$ cat src/rtl/dmx_pkg.sv
// Shared DMX512 definitions: transmitter line states and slot framing constants.
package dmx_pkg;

    localparam int unsigned BITS_PER_SLOT = 11;
    localparam int unsigned STOP_BITS     = 2;
    localparam int unsigned DATA_BITS     = BITS_PER_SLOT - 1 - STOP_BITS;
    localparam logic [7:0]  START_CODE    = 8'h00;

    typedef enum logic [2:0] {
        IDLE,
        BREAK,
        MAB,
        START,
        DATA,
        STOP
    } dmx_state_e;

endpackage

$ cat src/rtl/dmx_baud_tick.sv
// Free-running bit-time divider: counts 0..CLKS_PER_BIT-1 and flags the wrap cycle.
module dmx_baud_tick #(
    parameter int unsigned CLKS_PER_BIT = 108
) (
    input  logic clk,
    input  logic reset,
    output logic tick_c
);

    localparam int unsigned CNT_W = (CLKS_PER_BIT > 1) ? $clog2(CLKS_PER_BIT) : 1;

    logic [CNT_W-1:0] count;

    always_ff @(posedge clk) begin
        if (reset || tick_c) begin
            count <= '0;
        end else begin
            count <= count + CNT_W'(1);
        end
    end

    assign tick_c = (count == CNT_W'(CLKS_PER_BIT - 1));

endmodule

$ cat src/rtl/dmx_frame_tx.sv
// DMX512 frame transmitter: break, MAB, start code and NUM_SLOTS 8N2 slots fetched on demand.
// Optional frame counter output enabled by defining DMX_FRAME_CNT_EN.
module dmx_frame_tx
    import dmx_pkg::*;
#(
    parameter int unsigned CLKS_PER_BIT = 108,
    parameter int unsigned NUM_SLOTS    = 512,
    parameter int unsigned BREAK_BITS   = 25,
    parameter int unsigned MAB_BITS     = 2,
    parameter int unsigned DATA_LATENCY = 2
) (
    input  logic        clk,
    input  logic        reset,
    input  logic        enable,
    output logic [8:0]  request_addr,
    output logic        request_pulse,
    input  logic [7:0]  data_in,
    output logic        dmx_out,
    output logic        frame_start,
    output logic        busy
`ifdef DMX_FRAME_CNT_EN
    ,
    output logic [15:0] frame_count
`endif
);

    localparam int unsigned MAX_BITS = (BREAK_BITS > MAB_BITS)
                                     ? ((BREAK_BITS > DATA_BITS) ? BREAK_BITS : DATA_BITS)
                                     : ((MAB_BITS > DATA_BITS) ? MAB_BITS : DATA_BITS);
    localparam int unsigned BIT_W    = $clog2(MAX_BITS + 1);
    localparam int unsigned SLOT_W   = $clog2(NUM_SLOTS + 1);
    localparam int unsigned MARK_W   = $clog2(CLKS_PER_BIT + 1);

    dmx_state_e        state, state_d;
    logic [BIT_W-1:0]  bit_cnt, bit_cnt_d;
    logic [SLOT_W-1:0] slot_idx, slot_d;
    logic [7:0]        shreg, shreg_d;
    logic [MARK_W-1:0] mark_cnt;
    logic [8:0]        addr_d;
    logic              pulse_d, dmx_d, frame_start_d, busy_d;
    logic              tick_c, capture_c, mark_done_c;

    dmx_baud_tick #(
        .CLKS_PER_BIT(CLKS_PER_BIT)
    ) u_baud (
        .clk   (clk),
        .reset (reset),
        .tick_c(tick_c)
    );

    // Delay the request strobe so the slot value is sampled exactly DATA_LATENCY cycles later.
    generate
        if (DATA_LATENCY == 0) begin : g_lat0
            assign capture_c = request_pulse;
        end else begin : g_latn
            logic [DATA_LATENCY-1:0] lat_pipe;
            always_ff @(posedge clk) begin
                if (reset) begin
                    lat_pipe <= '0;
                end else begin
                    lat_pipe <= (lat_pipe << 1) | DATA_LATENCY'(request_pulse);
                end
            end
            assign capture_c = lat_pipe[DATA_LATENCY-1];
        end
    endgenerate

    // IDLE mark timer: a break may only follow at least one full bit of mark.
    always_ff @(posedge clk) begin
        if (reset || (state != IDLE)) begin
            mark_cnt <= '0;
        end else if (mark_cnt != MARK_W'(CLKS_PER_BIT)) begin
            mark_cnt <= mark_cnt + MARK_W'(1);
        end
    end

    assign mark_done_c = (mark_cnt >= MARK_W'(CLKS_PER_BIT - 1));

    always_ff @(posedge clk) begin
        if (reset) begin
            state         <= IDLE;
            bit_cnt       <= '0;
            slot_idx      <= '0;
            shreg         <= '0;
            dmx_out       <= 1'b1;
            request_pulse <= 1'b0;
            request_addr  <= '0;
            frame_start   <= 1'b0;
            busy          <= 1'b0;
        end else begin
            state         <= state_d;
            bit_cnt       <= bit_cnt_d;
            slot_idx      <= slot_d;
            shreg         <= shreg_d;
            dmx_out       <= dmx_d;
            request_pulse <= pulse_d;
            request_addr  <= addr_d;
            frame_start   <= frame_start_d;
            busy          <= busy_d;
        end
    end

    // Next state and next registered outputs; all transitions land on a divider wrap.
    always_comb begin
        state_d   = state;
        bit_cnt_d = bit_cnt;
        slot_d    = slot_idx;
        shreg_d   = shreg;
        pulse_d   = 1'b0;
        addr_d    = request_addr;

        if (capture_c) begin
            shreg_d = data_in;
        end

        if (tick_c) begin
            bit_cnt_d = bit_cnt + BIT_W'(1);
            case (state)
                IDLE: begin
                    bit_cnt_d = '0;
                    if (enable && mark_done_c) begin
                        state_d = BREAK;
                    end
                end
                BREAK: begin
                    if (bit_cnt == BIT_W'(BREAK_BITS - 1)) begin
                        state_d   = MAB;
                        bit_cnt_d = '0;
                    end
                end
                MAB: begin
                    if (bit_cnt == BIT_W'(MAB_BITS - 1)) begin
                        state_d   = START;
                        bit_cnt_d = '0;
                        slot_d    = '0;
                        shreg_d   = START_CODE;
                    end
                end
                START: begin
                    state_d   = DATA;
                    bit_cnt_d = '0;
                end
                DATA: begin
                    shreg_d = shreg_d >> 1;
                    if (bit_cnt == BIT_W'(DATA_BITS - 1)) begin
                        state_d   = STOP;
                        bit_cnt_d = '0;
                    end
                end
                STOP: begin
                    if (bit_cnt == BIT_W'(STOP_BITS - 1)) begin
                        bit_cnt_d = '0;
                        if (slot_idx == SLOT_W'(NUM_SLOTS)) begin
                            state_d = IDLE;
                        end else begin
                            state_d = START;
                            slot_d  = slot_idx + SLOT_W'(1);
                            pulse_d = 1'b1;
                            addr_d  = 9'(slot_idx);
                        end
                    end
                end
                default: begin
                    state_d   = IDLE;
                    bit_cnt_d = '0;
                end
            endcase
        end

        frame_start_d = (state == IDLE) && (state_d == BREAK);
        busy_d        = (state_d != IDLE);

        case (state_d)
            BREAK, START: dmx_d = 1'b0;
            DATA:         dmx_d = shreg_d[0];
            default:      dmx_d = 1'b1;
        endcase
    end

`ifdef DMX_FRAME_CNT_EN
    always_ff @(posedge clk) begin
        if (reset) begin
            frame_count <= '0;
        end else if (frame_start) begin
            frame_count <= frame_count + 16'd1;
        end
    end
`endif

endmodule

$ cat config.mk
export PLATFORM = sky130hd
export DESIGN_NAME = dmx_frame_tx
export DESIGN_NICKNAME = d
export VERILOG_FILES = /design/src/rtl/dmx_pkg.sv /design/src/rtl/dmx_baud_tick.sv /design/src/rtl/dmx_frame_tx.sv
export SDC_FILE = /design/constraint.sdc
export NUM_CORES = 1
export LEC_CHECK = 0
export CORE_UTILIZATION = 57
export CTS_BUF_LIST = sky130_fd_sc_hd__clkbuf_4 sky130_fd_sc_hd__clkbuf_8 sky130_fd_sc_hd__clkbuf_16
export DETAILED_ROUTE_END_ITERATION = 6
export GPL_TIMING_DRIVEN = 0
export PLACE_DENSITY = 0.79
export SYNTH_ARGS = -nofsm -noshare
export SYNTH_HDL_FRONTEND = slang
export SYNTH_SLANG_ARGS = --single-unit
$ cat constraint.sdc
create_clock -name clk -period 2.35 [get_ports clk]
set_input_delay 0.3525 -clock clk [delete_from_list [all_inputs] [get_ports clk]]
set_output_delay 0.3525 -clock clk [all_outputs]
set_load 0.01 [all_outputs]
==> flow_summary.yaml <==
flow_run:
  drv.max_cap_violation_count: 0
layout:
  layout_overhead_on_the_synthesized_area_pct: 17.80
  nFillCells: 380
  area.sequential_um2: 1106
  area_occupied_by_multi_input_gates_um2: 1473
  n_antenna_cell: 0
  finalNetCount: 342
  layout-drive-gt1-share_pct: 10.19
drt:
  drtIter0Drc: 120
  wl_per_cell_um: 14.13
  via_per_instance_ratio: 5.723
  final_routed_wirelength_mm: 5.312
  dr_total_vias: 2152
  drc_errors: 0
  detail_route.first_pass.iterations: 4
  detail-route-antenna-nets: 0
pwr:
  switching_power_uw: 387.0
  vdd.ir_drop.worst_mv: 0.2760
  powerDensity_nw_per_um2: 536.1
  internal_power_mw: 1.264
  power.combinational.fraction_pct: 8.2
  power.leakage_nw: 1.081
  clkPwrFrac_pct: 33.3
  seq_power_share_pct: 58.6
  power_switching_share_pct: 23.44
clock_network:
  clk_latency_ps: 310
  clkTransAtPathRegs_ps: 90
  clock-sinks: 55
  tritoncts_clock_tree: "done"
  cts.hold.buffers_added: 0
  cts_made_buffers: 5
  cts_root_buf: "sky130_fd_sc_hd__clkbuf_8"
  h_tree_levels: 2
  ctsLongestPathBuffers: 2
die:
  io_pins: 24
  dieWidth_um: 69.73
  core_um2: 4384
  fp-row-count: 24
  die_area_um2: 4862
  effective_utilization_at_floorplan_pct: 59.65
  die_height_um: 69.73
synthesis:
  synth_area_leaders: "sky130_fd_sc_hd__dfxtp_1 (42%), sky130_fd_sc_hd__mux2i_1 (6.9%), sky130_fd_sc_hd__nor2_1 (6.7%), sky130_fd_sc_hd__xor2_1 (4.7%), sky130_fd_sc_hd__ha_1 (3.8%)"
  synth_ff_type: "sky130_fd_sc_hd__dfxtp_1"
  yosys_register_bits: 55
  synthesis.nets: 309
  synth_async_reset_ratio_pct: 0
  post_synth_instance_area_um2: 2615
  ys_types: 49
  seq_area_frac_synth_pct: 42.11
  post_synth_inst_count: 290
  post_synth.cell_area_avg_um2: 9.017
  post_synth_top_area_share_pct: 42.11
  post-synth-top-area-cell: "sky130_fd_sc_hd__dfxtp_1"
  synth_enable_flop_cells: 0
  ys_warn_count: 0
setup_path:
  worst_reg_to_reg_path_cell_count: 9
  rr_startpoint: "bit_cnt[1]$_SDFFE_PP0N_"
  cp_max_fo: 4
  worstSetupPathType: "reg2reg"
  data_required_time_of_the_critical_path_ps: 2540
  crit_path_start_kind: "flop"
  ff2ff_setup_slack_ps: -140
  worstPathArrival_ps: 2680
  r2r-end: "slot_idx[9]$_SDFFE_PP0P_"
  critical_path.endpoint_type: "flop"
  crit_path_start: "bit_cnt[1]$_SDFFE_PP0N_"
worst_hold_path:
  hp-class: "reg2reg"
  worst_hold_startpoint: "u_baud.count[0]$_SDFF_PP0_"
  min_to: "u_baud.count[0]$_SDFF_PP0_"
  worst_hold_stages: 1
global_route:
  grt_use_met2_pct: 35.60
  grt-busiest-layer: "met2"
  globalRouteTotalUtil_pct: 22.47
  met3_usage_pct: 5.814
  vias_in_the_first_global_route: 1986
  initial_antenna_violation_count: 0
  grt_overflow: 0
  global_route.usage.met1_pct: 29.84
  grt_start_max_net_pins: 17
  grt_first_pass_wirelength_mm: 8.845
timing:
  setup_repair_after_global_routing_missed_its_margin: "true"
  report.final.slew_viol_count: 0
  clock-skew-final_ps: 7.717
  setup-violations-final: 6
  finalWorstPathRequiredPeriod_ps: 2492
  timing.final.crit_share_pct: 106.0
  final.setup.tns_ps: -304.5
  timing_hold_violations_final: 0
  setup_ws_ps: -142.1
  fmax_ghz: 0.4013
  max-slew-margin-rel_pct: 48.06
  tightest_slew_ps: 768.2
outcome:
  status: "complete, but fails checks"
  violated_checks: "setup timing"
placement:
  routabilityCongestion: 0.8472
  post_detailed_placement_half_perimeter_wirelength_mm: 3.514
  port_buffers: 22
  worst_slack_after_detailed_placement_ps: -34.69
what timing repair did:
action	CTS	global route
cloned	0	0
setup buffers	0	4
endpoints found under the setup margin	8	21
hold endpoints to repair	0	0
pin swaps	2	3
gates resized for setup	2	12
kinds of logic (layout without fill, tap and decap cells):
family | Yosys count | count (layout) | synth area share [%]
flip-flops | 55 | 55 | 42.11
AND/OR/NAND/NOR | 125 | 125 | 24.69
adder cells (fa/ha/maj) | 8 | 8 | 3.828
AO/OA/AOI/OAI | 43 | 43 | 12.20
buffers and inverters | 20 | 54 | 3.254
multiplexers | 18 | 18 | 6.890
XOR/XNOR | 21 | 21 | 7.034
synth_stat cells, drive strengths merged, types with 8 or more instances:
master and n:
inv 8, nand2 15, xor2 14, nor2 47, mux2i 18, and2 8, ha 8, nand3 9
dfxtp 55, a21oi 12, nand4 8
final cells by class:
class | instances | area share [%]
Sequential cell | 55 | 35.91
Tap cell | 52 | 2.112
Inverter | 9 | 1.097
Clock inverter | 1 | 0.2843
Timing Repair Buffer | 26 | 8.123
Multi-Input combinational cell | 215 | 47.81
Clock buffer | 7 | 2.924
Buffer | 11 | 1.747
stage by stage:
| stage | cell area, um2 | util, % | power, mW | instances | hold WS [ps] |
|---|---|---|---|---|---|
| 3_5_place_dp | 2900 | 66.15 | 1.121 | 364 | 431.0 |
| 4_1_cts | 3003 | 68.49 | 1.674 | 372 | 444.8 |
| 6_report | 3080 | 70.26 | 1.651 | 376 | 439.6 |
| 3_3_place_gp | 2900 | 66.15 | 1.119 | 364 | 422.6 |
| 5_1_grt | 3080 | 70.26 | 1.729 | 376 | 465.9 |
| 2_1_floorplan | 2615 | - | 1.073 | 290 | 413.0 |
power groups by stage:
stage	clock (mW)	sequential, mW	combinational [mW]
3_3_place_gp	0	0.989	0.129
5_1_grt	0.607	0.970	0.152
3_5_place_dp	0	0.990	0.131
2_1_floorplan	0	0.988	0.0844
6_report	0.549	0.967	0.135
4_1_cts	0.573	0.968	0.133
layout by cell type, fill, tap and decap left out, types with 3 or more instances in the layout:
cell / count
sky130_fd_sc_hd__dfxtp_1: 53
sky130_fd_sc_hd__nor2_1: 47
sky130_fd_sc_hd__clkdlybuf4s50_1: 22
sky130_fd_sc_hd__mux2i_1: 18
sky130_fd_sc_hd__nand2_1: 15
sky130_fd_sc_hd__xor2_1: 14
sky130_fd_sc_hd__a21oi_1: 11
sky130_fd_sc_hd__and2_1: 8
sky130_fd_sc_hd__nand4_1: 8
sky130_fd_sc_hd__inv_1: 7
sky130_fd_sc_hd__clkbuf_1: 7
sky130_fd_sc_hd__nand3_1: 7
sky130_fd_sc_hd__nor2b_1: 7
sky130_fd_sc_hd__a22o_1: 7
sky130_fd_sc_hd__xnor2_1: 7
sky130_fd_sc_hd__ha_1: 7
sky130_fd_sc_hd__nor3_1: 6
sky130_fd_sc_hd__o21ai_0: 6
sky130_fd_sc_hd__clkbuf_8: 6
sky130_fd_sc_hd__and3_1: 5
sky130_fd_sc_hd__nand3b_1: 4
sky130_fd_sc_hd__buf_4: 4
sky130_fd_sc_hd__nor4_1: 3
sky130_fd_sc_hd__nor3b_1: 3
per-layer routing:
layer / vias up / wire, um
li1: 1082 / -
met1: 1015 / 2386
met2: 47 / 2606
met3: 8 / 249
met4: 0 / 70
met5: - / 0
flip-flops by register name (all words and copies together) (netlist names):
| signal | count |
|---|---|
| bit_cnt | 5 |
| busy | 1 |
| dmx_out | 1 |
| frame_start | 1 |
| g_latn.lat_pipe | 2 |
| mark_cnt | 7 |
| request_addr | 9 |
| request_pulse | 1 |
| shreg | 8 |
| slot_idx | 10 |
| state | 3 |
| u_baud.count | 7 |
critical path: stages, from the launching register on:
cell                        delay [ps]
sky130_fd_sc_hd__dfxtp_2           340
sky130_fd_sc_hd__inv_2              70
sky130_fd_sc_hd__ha_4              120
sky130_fd_sc_hd__or4b_4            480
sky130_fd_sc_hd__or3_4             430
sky130_fd_sc_hd__a2111oi_4         350
sky130_fd_sc_hd__buf_4             180
sky130_fd_sc_hd__nand4_1           130
sky130_fd_sc_hd__xor2_1            200
sky130_fd_sc_hd__nor2_1             70
worst max-delay path by stage:
stage	end	depth (start not counted)
after floorplan	slot_idx[9]$_SDFFE_PP0P_	8
after global placement	slot_idx[4]$_SDFFE_PP0P_	8
after detailed placement	slot_idx[9]$_SDFFE_PP0P_	8
after CTS	slot_idx[9]$_SDFFE_PP0P_	8
after global routing	slot_idx[9]$_SDFFE_PP0P_	9
final	slot_idx[9]$_SDFFE_PP0P_	9
Note: power is estimated with default switching activity, not from simulation.
